--- src/rtl/lsu_bus_if.sv ---
// rtl/lsu_bus_if.sv - single-outstanding load/store unit driving a req/ack data bus
// Optional bus watchdog enabled by defining LSU_TIMEOUT_EN.
module lsu_bus_if #(
  parameter int AW          = 16,
  parameter int DW          = 16,
  parameter int TIMEOUT_CYC = 255
) (
  input  logic          i_clk,
  input  logic          i_rst_n,
  input  logic          i_req,
  input  logic          i_is_lw,
  input  logic          i_is_lb,
  input  logic          i_is_sw,
  input  logic [AW-1:0] i_d_ad,
  input  logic [DW-1:0] i_wdata,
  output logic [DW-1:0] o_rdata,
  output logic          o_busy,
  output logic          o_done,
  output logic          o_err,
  output logic          o_bus_req,
  output logic          o_bus_we,
  output logic [AW-1:0] o_bus_ad,
  output logic [1:0]    o_bus_be,
  output logic [DW-1:0] o_bus_wd,
  input  logic          i_bus_ack,
  input  logic [DW-1:0] i_bus_rd
);

  typedef enum logic [1:0] {S_IDLE, S_BUS, S_DONE} state_t;

  state_t        state_q, state_d;
  logic          we_q, we_d;
  logic          lb_q, lb_d;
  logic [AW-1:0] ad_q, ad_d;
  logic [1:0]    be_q, be_d;
  logic [DW-1:0] wd_q, wd_d;
  logic [DW-1:0] rdata_q, rdata_d;
  logic          accept;
  logic          in_bus;
`ifdef LSU_TIMEOUT_EN
  logic [7:0]    cnt_q, cnt_d;
  logic          err_q, err_d;
`endif

  assign accept = (state_q == S_IDLE) && i_req && (i_is_sw || i_is_lw || i_is_lb);
  assign in_bus = (state_q == S_BUS);

  always_comb begin
    state_d = state_q;
    we_d    = we_q;
    lb_d    = lb_q;
    ad_d    = ad_q;
    be_d    = be_q;
    wd_d    = wd_q;
    rdata_d = rdata_q;
`ifdef LSU_TIMEOUT_EN
    cnt_d   = cnt_q;
    err_d   = err_q;
`endif
    case (state_q)
      S_IDLE: begin
        if (accept) begin
          state_d = S_BUS;
          we_d    = i_is_sw;
          lb_d    = !i_is_sw && !i_is_lw;
          ad_d    = {i_d_ad[AW-1:1], 1'b0};
          // Word ops always use both lanes; byte loads pick the lane from address bit 0.
          be_d    = (i_is_sw || i_is_lw) ? 2'b11 : (i_d_ad[0] ? 2'b10 : 2'b01);
          wd_d    = i_wdata;
`ifdef LSU_TIMEOUT_EN
          cnt_d   = 8'd0;
          err_d   = 1'b0;
`endif
        end
      end
      S_BUS: begin
        if (i_bus_ack) begin
          state_d = S_DONE;
          if (!we_q) begin
            if (!lb_q)
              rdata_d = i_bus_rd;
            else if (be_q[1])
              rdata_d = {{(DW/2){1'b0}}, i_bus_rd[DW-1:DW/2]};
            else
              rdata_d = {{(DW/2){1'b0}}, i_bus_rd[DW/2-1:0]};
          end
        end
`ifdef LSU_TIMEOUT_EN
        else if (cnt_q == 8'(TIMEOUT_CYC)) begin
          state_d = S_DONE;
          err_d   = 1'b1;
          if (!we_q) rdata_d = DW'(16'hDEAD);
        end else begin
          cnt_d = cnt_q + 8'd1;
        end
`endif
      end
      S_DONE:  state_d = S_IDLE;
      default: state_d = S_IDLE;
    endcase
  end

  always_ff @(posedge i_clk or negedge i_rst_n) begin
    if (!i_rst_n) begin
      state_q <= S_IDLE;
      we_q    <= 1'b0;
      lb_q    <= 1'b0;
      ad_q    <= '0;
      be_q    <= 2'b00;
      wd_q    <= '0;
      rdata_q <= '0;
`ifdef LSU_TIMEOUT_EN
      cnt_q   <= 8'd0;
      err_q   <= 1'b0;
`endif
    end else begin
      state_q <= state_d;
      we_q    <= we_d;
      lb_q    <= lb_d;
      ad_q    <= ad_d;
      be_q    <= be_d;
      wd_q    <= wd_d;
      rdata_q <= rdata_d;
`ifdef LSU_TIMEOUT_EN
      cnt_q   <= cnt_d;
      err_q   <= err_d;
`endif
    end
  end

  // Bus outputs are gated by state so they read zero whenever no transfer is in flight.
  assign o_rdata   = rdata_q;
  assign o_busy    = accept || in_bus;
  assign o_done    = (state_q == S_DONE);
  assign o_bus_req = in_bus;
  assign o_bus_we  = in_bus && we_q;
  assign o_bus_ad  = in_bus ? ad_q : '0;
  assign o_bus_be  = in_bus ? be_q : 2'b00;
  assign o_bus_wd  = in_bus ? wd_q : '0;
`ifdef LSU_TIMEOUT_EN
  assign o_err     = o_done && err_q;
`else
  assign o_err     = 1'b0;
`endif

endmodule

--- config.mk ---
export PLATFORM = sky130hd
export DESIGN_NAME = lsu_bus_if
export DESIGN_NICKNAME = d
export VERILOG_FILES = /design/src/rtl/lsu_bus_if.sv
export SDC_FILE = /design/constraint.sdc
export NUM_CORES = 1
export LEC_CHECK = 0
export CAP_MARGIN = 30
export CORE_ASPECT_RATIO = 1.4
export CORE_MARGIN = 1
export CORE_UTILIZATION = 38
export DETAILED_ROUTE_END_ITERATION = 8
export GPL_TIMING_DRIVEN = 1
export PLACE_DENSITY = 0.75
export SLEW_MARGIN = 10
export SYNTH_ARGS = -nofsm -noshare
export SYNTH_HDL_FRONTEND = slang
export SYNTH_SLANG_ARGS = --single-unit
--- constraint.sdc ---
create_clock -name i_clk -period 2.14 [get_ports i_clk]
set_input_delay 0.642 -clock i_clk [delete_from_list [all_inputs] [get_ports i_clk]]
set_output_delay 0.642 -clock i_clk [all_outputs]
set_load 0.01 [all_outputs]
==> results of run 1 <==
path summary, 6_finish.rpt:
check / cells after the start / slack (ns) / end
max reg2reg: 5 / 0.20 / ad_q[15]
max in group asynchronous: 2 / 1.21 / wd_q[13]
min reg2reg: 2 / 0.47 / o_rdata[12]
min: 1 / 0.37 / ad_q[5]
max: 4 / -0.05 / o_busy
min in group i_clk: 2 / 0.47 / o_rdata[12]
area by class of cell:
| class | instances | area, sq um | area share, % |
|---|---|---|---|
| tap | 72 | 90.09 | 2.456 |
| sequential | 53 | 1326 | 36.15 |
| clock inverter | 1 | 5.005 | 0.1364 |
| inverter | 2 | 7.507 | 0.2046 |
| multi-input combinational | 133 | 1067 | 29.09 |
| clock buffer | 5 | 68.82 | 1.876 |
| timing repair buffer | 128 | 1104 | 30.08 |
where the power goes:
group / switching, mW / leakage, nW / internal (mW)
logic: 0.723 / 1.10 / 1.10
clock network: 0.290 / 0.0399 / 0.216
registers: 0.208 / 0.633 / 1.41
logic make-up (layout without fill, tap and decap cells):
logic type	Yosys count	count (layout)	share of synthesized area [%]
AO/OA/AOI/OAI	12	12	2.763
other	1	2	0.1505
flip-flops	53	53	53.24
AND/OR/NAND/NOR	78	78	17.93
buffers and inverters	16	136	4.771
multiplexers	41	41	21.15
critical path, stage by stage:
cell and delay [ns]:
dlygate4sd2_1 0.24, o31a_2 0.29, or2_4 0.25, buf_6 0.12
sequential cells by signal, summed over array words and instances, names as in the netlist:
name	flops
ad_q	15
wd_q	16
o_rdata	16
we_q	1
state_q	2
be_q	2
lb_q	1
per-layer routing:
metal / part of all wire (%) / track usage, %
met3: 5.0 / 3.612
met1: 40 / 20.65
met2: 54 / 30.55
met5: 0 / 0
met4: 0.69 / 5.077
layout by cell type (no fill, tap or decap), types with 4 or more instances in the layout:
cell / instances
buf_4: 13
o21ai_0: 9
clkdlybuf4s50_1: 65
nand2_1: 26
dlygate4sd2_1: 4
mux2_4: 20
mux2i_1: 8
dfrtp_1: 53
clkbuf_2: 30
buf_6: 8
and2_1: 35
nand3b_1: 8
mux2_2: 7
clkdlybuf4s15_1: 5
mux2_1: 6
clkbuf_8: 5
repair_timing:
action	in CTS	in global routing
gates cloned	3	0
resized for setup	93	32
pin swaps	1	2
endpoints found under the hold margin	0	0
endpoints found under the setup margin	70	30
buffers inserted	5	0
hold buffers	0	0
==> results.json, run 1 <==
{
  "dpl.hpwl_microns": 4037,
  "slew_headroom_pct": 56.95,
  "place_inst": 380,
  "rows": 34,
  "arrival_ns": 1.55,
  "max-cap-violations": 0,
  "ir_worst_vdd_v": 0.0005247,
  "ys.flop_type": "dfrtp_1",
  "holdWs_ns": 0.3664,
  "die_h_microns": 97.80,
  "cts_root_buffer": "clkbuf_8",
  "failed_checks": "setup timing",
  "synth_top_area_cell": "dfrtp_1",
  "port_buffers": 107,
  "die_w_microns": 70.43,
  "numCtsBuffers": 5,
  "ys.warnings.count": 0,
  "coreArea_sq_um": 6254,
  "setup_viol": 1,
  "ant_nets": 0,
  "vias": 1871,
  "cellPowerDensity_nw_per_um2": 1075,
  "path_clk_slew_ns": 0.08,
  "drtIter0Drc": 54,
  "fillers": 575,
  "fin_crit_ns": 2.191,
  "fin_util_pct": 58.66,
  "grtUsageTotal_pct": 17.19,
  "grt_pass1_vias": 1986,
  "drc_errors": 0,
  "synth-seq-area-share_pct": 53.24,
  "outcome": "complete, but fails checks",
  "endpoint_kind": "output pin",
  "fin_setup_tns_ns": -0.05128,
  "fin_cells": 394,
  "synth_edf_count": 0,
  "grt-ovfl-total": 0,
  "cp-startpoint": "i_is_sw",
  "cts_tree": "done",
  "drive_gt1_share_pct": 28.26,
  "path_class": "in -> out",
  "min_path_type": "in -> async",
  "gp_congestion": 0.7412,
  "grt_max_degree": 37,
  "dpl_cell_area_sq_um": 3656,
  "post_drt_wl_per_cell_microns": 14.39,
  "fin_skew_ns": 0.008038,
  "post-place-ws_ns": -0.6701,
  "synthArstFlopShare_pct": 100.0,
  "start_util_pct": 39.84,
  "clk-insertion-delay-late_ns": 0.29,
  "synth_top_area_share_pct": 53.24,
  "synth.distinct_cells": 29,
  "crit_fanout": 2,
  "clock_path_buffers": 2,
  "synth_most_common_cell": "dfrtp_1",
  "synth_cells": 201,
  "worst_pin_slew_ns": 0.6457,
  "nets": 378,
  "ys_top_cells_by_area": "dfrtp_1 (53%), mux2_4 (12%), and2_1 (8.8%)",
  "ios": 110,
  "firstDrtPassIters": 4,
  "syn_avg_cell_area_sq_um": 12.39,
  "power_leakage_nw": 1.769,
  "max_freq_mhz": 456.4,
  "yosys_register_bits": 53,
  "die-area_sq_um": 6888,
  "hold_viol_final": 0,
  "clock-sinks": 53,
  "rsz0062_at_grt": "true",
  "drv_slew": 0,
  "p_total_mw": 3.943,
  "fin_ws_ns": -0.05128,
  "syn2layout_area_growth_pct": 47.26,
  "antenna_cells": 0,
  "timing.rr.start": "state_q[1]",
  "stdcell_area_sq_um": 3669,
  "critPathLaunchType": "input pin",
  "detail_route.vias_per_cell": 4.749,
  "grt_pass1_wl_microns": 9390,
  "routed_wl_microns": 5671,
  "synth_commonest_cells": "dfrtp_1 (53), and2_1 (35), nand2_1 (26), mux2_4 (20), o21ai_0 (9)",
  "antenna_found_initial": 0,
  "synth_area_sq_um": 2491,
  "required_ns": 1.50,
  "layout_worst_path_cycle_share_pct": 102.4,
  "htree_levels": 2
}
Note: power is estimated with default switching activity, not from simulation.
==> run 2: changes to the inputs <==
Settings changed: ABC_AREA from default to 1, PLACE_DENSITY 0.75 to 0.74, SLEW_MARGIN 10 to default.
==> results.json, run 2 <==
{
  "outcome": "complete, but fails checks",
  "failed_checks": "setup timing",
  "port_buffers": 107,
  "drv_slew": 0,
  "path_clk_slew_ns": 0.09,
  "grt_max_degree": 37,
  "antenna_cells": 0,
  "synth-seq-area-share_pct": 51.56,
  "die_h_microns": 99.35,
  "synth.distinct_cells": 17,
  "ff2ff_path_depth": 8,
  "holdWs_ns": 0.2876,
  "dpl.hpwl_microns": 4577,
  "p_total_mw": 3.903,
  "synth_top_area_cell": "dfrtp_1",
  "synth_top_area_share_pct": 51.56,
  "multi_input_area_sq_um": 959.7,
  "power_leakage_nw": 2.055,
  "syn_avg_cell_area_sq_um": 7.413,
  "crit_fanout": 2,
  "synth_most_common_cell": "nand2_1",
  "syn2layout_area_growth_pct": 43.68,
  "post-place-ws_ns": -0.4206,
  "firstDrtPassIters": 4,
  "synth_cells": 347,
  "gp_congestion": 0.7679,
  "yosys_register_bits": 53,
  "drtIter0Drc": 94,
  "cp-startpoint": "i_is_lw",
  "fillers": 690,
  "r2r_end": "lb_q",
  "htree_levels": 2,
  "ir_worst_vdd_v": 0.0004949,
  "critPathMaxStageDelay_ns": 0.41,
  "die_w_microns": 71.54,
  "ys.warnings.count": 0,
  "path_class": "in -> out",
  "die-area_sq_um": 7107,
  "slowest_stage": "clkdlybuf4s50_1",
  "synthArstFlopShare_pct": 100.0,
  "max_freq_mhz": 466.5,
  "regArea_sq_um": 1326,
  "clock-sinks": 53,
  "synth_area_sq_um": 2572,
  "numCtsBuffers": 5,
  "clock_path_buffers": 2,
  "drc_errors": 0,
  "critPathLaunchType": "input pin",
  "timing.rr.start": "state_q[1]",
  "arrival_ns": 1.50,
  "grt-ovfl-total": 0,
  "antenna_found_initial": 0,
  "reg2reg_setup_slack_ns": 0.53,
  "vias": 2427,
  "clk-insertion-delay-late_ns": 0.30,
  "grtUsageTotal_pct": 19.47,
  "rsz0062_at_grt": "true",
  "grt_pass1_vias": 2399,
  "cts_tree": "done",
  "max-cap-violations": 0,
  "ant_nets": 0,
  "nets": 513,
  "crit_chain": "clkdlybuf4s50_1 > nor2_2 > nand2_2 > nand2_4 > nand2_1 > buf_2",
  "cellPowerDensity_nw_per_um2": 1056,
  "hold_viol_final": 0,
  "ys.flop_type": "dfrtp_1",
  "ios": 110,
  "coreArea_sq_um": 6569,
  "synth_commonest_cells": "nand2_1 (130), dfrtp_1 (53), inv_1 (44), nor2_1 (43), nand3_1 (35)",
  "ys_top_cells_by_area": "dfrtp_1 (52%), nand2_1 (19%), nand3_1 (6.8%)",
  "post_drt_wl_per_cell_microns": 11.81,
  "rows": 35,
  "layout_worst_path_cycle_share_pct": 100.2,
  "place_inst": 521,
  "critPathCapture": "o_busy",
  "routed_wl_microns": 6293,
  "fin_crit_ns": 2.144,
  "synth_edf_count": 0,
  "required_ns": 1.50,
  "fin_skew_ns": 0.006682,
  "fin_setup_tns_ns": -0.003556,
  "fin_ws_ns": -0.003556,
  "grt_pass1_wl_microns": 10820,
  "setup_viol": 1,
  "drive_gt1_share_pct": 15.90,
  "cts_root_buffer": "clkbuf_8",
  "endpoint_kind": "output pin",
  "detail_route.vias_per_cell": 4.553,
  "min_path_type": "in -> async",
  "final_cell_mix": "nand2_1 (130), clkdlybuf4s50_1 (68), dfrtp_1 (53), inv_1 (44), nor2_1 (40)",
  "start_util_pct": 39.16,
  "final_common_cell": "nand2_1",
  "fin_cells": 533
}
run 2: cell count changes in the layout (fill, tap and decap cells not counted), sizes merged, moves of 3 or more:
cell	before	now
nand3b	8	0
clkdlybuf4s50	65	68
buf	24	17
mux2i	8	0
nand3	0	36
and2	35	0
mux2	33	0
inv	2	49
clkdlybuf4s15	5	2
nor2	1	47
nand2	26	134
run 2: cell type report:
type                            instances  share of cell area, %
Clock buffer                            7                  2.607
Clock inverter                          1                 0.1354
Inverter                               49                  4.976
Multi-Input combinational cell        228                  25.96
Sequential cell                        53                  35.88
Tap cell                               74                  2.505
Timing Repair Buffer                  121                  27.93
run 2: metrics by stage:
stage          instance area [sq um]  util (%)
2_1_floorplan                   2576         -
5_1_grt                         3696     56.27
4_1_cts                         3790     57.70
3_3_place_gp                    3709     56.46
6_report                        3696     56.27
3_5_place_dp                    3709     56.46
run 2: where the power goes:
group	internal, mW	switching [mW]	total, mW
Clock	0.293	0.313	0.606
Combinational	0.793	0.861	1.65
Sequential	1.41	0.235	1.64
run 2: routing by layer:
| metal | global-route usage, % | up-vias | share of wire [%] | routed length (microns) |
|---|---|---|---|---|
| met3 | 4.357 | 14 | 6.2 | 389 |
| met5 | 0 | - | 0 | 0 |
| met1 | 23.78 | 1078 | 42 | 2658 |
| met4 | 7.994 | 0 | 2.8 | 174 |
| met2 | 33.11 | 87 | 49 | 3069 |
| li1 | - | 1248 | - | - |
run 2: repair_timing:
item | 4_1_cts | 5_1_grt
pin swaps | 0 | 2
buffers inserted | 2 | 2
setup endpoints to repair | 35 | 33
gates resized for setup | 44 | 65
hold buffers | 0 | 0
run 2: how the worst min path moves through the flow:
| stage | from | endpoint | slack [ns] | cells after the start |
|---|---|---|---|---|
| after floorplan | i_rst_n | ad_q[10] | 0.35 | 0 |
| after global placement | wd_q[11] | wd_q[11] | 0.45 | 2 |
| after CTS | i_rst_n | wd_q[1] | 0.29 | 1 |
| final | i_rst_n | o_rdata[9] | 0.29 | 1 |
| after global routing | i_rst_n | o_rdata[9] | 0.32 | 1 |
| after detailed placement | wd_q[3] | wd_q[3] | 0.46 | 2 |
run 2: logic make-up (layout without fill, tap and decap cells):
family          after synthesis  count (layout)  share of synthesized area, %
compound gates                9               9                         1.751
buf+inv                      67             178                         11.58
flops                        53              53                         51.56
other cells                   1               2                        0.1458
simple gates                217             217                         34.97
run 2: critical path: cells and delay by family:
family	cells	cell delay (ns)
buf+inv	2	0.54
simple gates	4	0.32
==> run 3: changes to the inputs <==
--- a/config.mk
+++ b/config.mk
@@ -13,4 +13,5 @@
 export DETAILED_ROUTE_END_ITERATION = 8
 export GPL_TIMING_DRIVEN = 1
+export HOLD_SLACK_MARGIN = 0.02
 export PLACE_DENSITY = 0.74
 export SYNTH_ARGS = -nofsm -noshare
==> constraint.sdc (replaced) <==
create_clock -name i_clk -period 2.14 [get_ports i_clk]
set_input_delay 0.642 -clock i_clk [delete_from_list [all_inputs] [get_ports i_clk]]
set_output_delay 0.642 -clock i_clk [all_outputs]
set_load 0.02 [all_outputs]
==> results.json, run 3 (synthesis gave the netlist of run 2 again) <==
{
  "endpoint_kind": "output pin",
  "place_inst": 522,
  "coreArea_sq_um": 6569,
  "gp_congestion": 0.7691,
  "critPathLaunchType": "input pin",
  "hold_viol_final": 0,
  "failed_checks": "setup timing",
  "clk-insertion-delay-late_ns": 0.30,
  "path_clk_slew_ns": 0.09,
  "fin_ws_ns": -0.03718,
  "detail_route.vias_per_cell": 4.621,
  "start_util_pct": 39.16,
  "fin_cells": 533,
  "cts_tree": "done",
  "die-area_sq_um": 7107,
  "grt_pass1_wl_microns": 11070,
  "drv_slew": 0,
  "max_freq_mhz": 459.3,
  "clock_path_buffers": 2,
  "layout_worst_path_cycle_share_pct": 101.7,
  "drc_errors": 0,
  "grt_pass1_vias": 2492,
  "intPower_mw": 2.588,
  "cellPowerDensity_nw_per_um2": 1129,
  "antenna_found_initial": 0,
  "ios": 110,
  "drive_gt1_share_pct": 16.99,
  "grt_max_degree": 37,
  "drtIter0Drc": 102,
  "setup_viol": 1,
  "hold_buffers": 0,
  "final_cell_mix": "nand2_1 (130), clkdlybuf4s50_1 (68), dfrtp_1 (53), inv_1 (44)",
  "vias": 2463,
  "path_class": "in -> out",
  "routed_wl_microns": 6411,
  "die_w_microns": 71.54,
  "grt-ovfl-total": 0,
  "outcome": "complete, but fails checks",
  "required_ns": 1.50,
  "arrival_ns": 1.54,
  "net-switching-power_mw": 1.685,
  "p_total_mw": 4.273,
  "fin_util_pct": 57.62,
  "nets": 513,
  "p_sw_share_pct": 39.42,
  "rsz0062_at_grt": "true",
  "numCtsBuffers": 5,
  "grtUsageTotal_pct": 19.73,
  "cts_root_buffer": "clkbuf_8",
  "fin_crit_ns": 2.177,
  "firstDrtPassIters": 6,
  "ant_nets": 0,
  "ir_worst_vdd_v": 0.0005276,
  "die_h_microns": 99.35,
  "port_buffers": 107,
  "syn2layout_area_growth_pct": 47.13,
  "crit_fanout": 2,
  "dpl.hpwl_microns": 4545,
  "comb_power_share_pct": 47.4,
  "fin_skew_ns": 0.003703,
  "fillers": 650,
  "min_path_type": "in -> async",
  "clock-sinks": 53,
  "max-cap-violations": 0,
  "power_leakage_nw": 2.096,
  "holdWs_ns": 0.2910,
  "post_drt_wl_per_cell_microns": 12.03,
  "p_seq_share_pct": 38.6,
  "htree_levels": 2,
  "antenna_cells": 0,
  "fin_setup_tns_ns": -0.03718,
  "final_common_cell": "nand2_1",
  "clockPowerShare_pct": 14.0,
  "rows": 35
}
[run 3: cell count changes in the layout (fill, tap and decap cells not counted), sizes merged]
cell / change
clkdlybuf4s15: -2
dlygate4sd2: +1
dlymetal6s2s: -1
bufbuf: +1
clkbuf: -27
buf: +28
[run 3: final cells by class]
type	count	area, sq um	share of cell area, %
Sequential cell	53	1326	35.04
Timing Repair Buffer	121	1096	28.96
Tap cell	74	92.59	2.446
Inverter	49	186.4	4.926
Multi-Input combinational cell	228	982.2	25.95
Clock inverter	1	5.005	0.1322
Clock buffer	7	96.34	2.545
[run 3: worst max-delay path, stage by stage]
cell	delay (ns)
clkdlybuf4s50_1	0.42
nor2_2	0.12
nand2_2	0.09
nand2_4	0.07
nand2_1	0.05
buf_4	0.15
[run 3: path summary, 6_finish.rpt]
| kind | startpoint | to | slack, ns | cells past startpoint |
|---|---|---|---|---|
| max reg2reg | state_q[1] | ad_q[4] | 0.67 | 7 |
| max in group asynchronous | i_rst_n | ad_q[12] | 1.23 | 2 |
| min reg2reg | ad_q[14] | ad_q[14] | 0.48 | 2 |
| min | i_rst_n | o_rdata[10] | 0.29 | 1 |
| max | i_is_lw | o_busy | -0.04 | 6 |
| min in group i_clk | ad_q[14] | ad_q[14] | 0.48 | 2 |
[run 3: metrics by stage]
stage	setup slack (ns)	cell area [sq um]
6_report	-0.03718	3785
5_1_grt	-0.09061	3785
4_1_cts	-0.1612	3856
3_5_place_dp	-0.4898	3729
3_3_place_gp	-0.4985	3729
2_1_floorplan	0.1852	2576
[run 3: repair_timing]
item | 4_1_cts | 5_1_grt
setup endpoints to repair | 37 | 33
setup buffers | 1 | 1
resized for setup | 117 | 44
pin swaps | 0 | 3
gates cloned | 1 | 0
[run 3: layer usage]
| layer | track usage (%) | wire length (microns) | vias to the layer above |
|---|---|---|---|
| li1 | - | - | 1241 |
| met4 | 5.882 | 73 | 0 |
| met3 | 3.951 | 363 | 6 |
| met2 | 35.46 | 3203 | 81 |
| met1 | 23.63 | 2771 | 1135 |
| met5 | 0 | 0 | - |
[run 3: power by group through the flow]
| stage | clock (mW) | sequential (mW) | combinational [mW] |
|---|---|---|---|
| after global placement | 0 | 1.65 | 2.03 |
| after global routing | 0.663 | 1.70 | 2.25 |
| after detailed placement | 0 | 1.66 | 2.05 |
| final | 0.598 | 1.65 | 2.03 |
| after floorplan | 0 | 1.80 | 0.961 |
| after CTS | 0.627 | 1.65 | 2.05 |
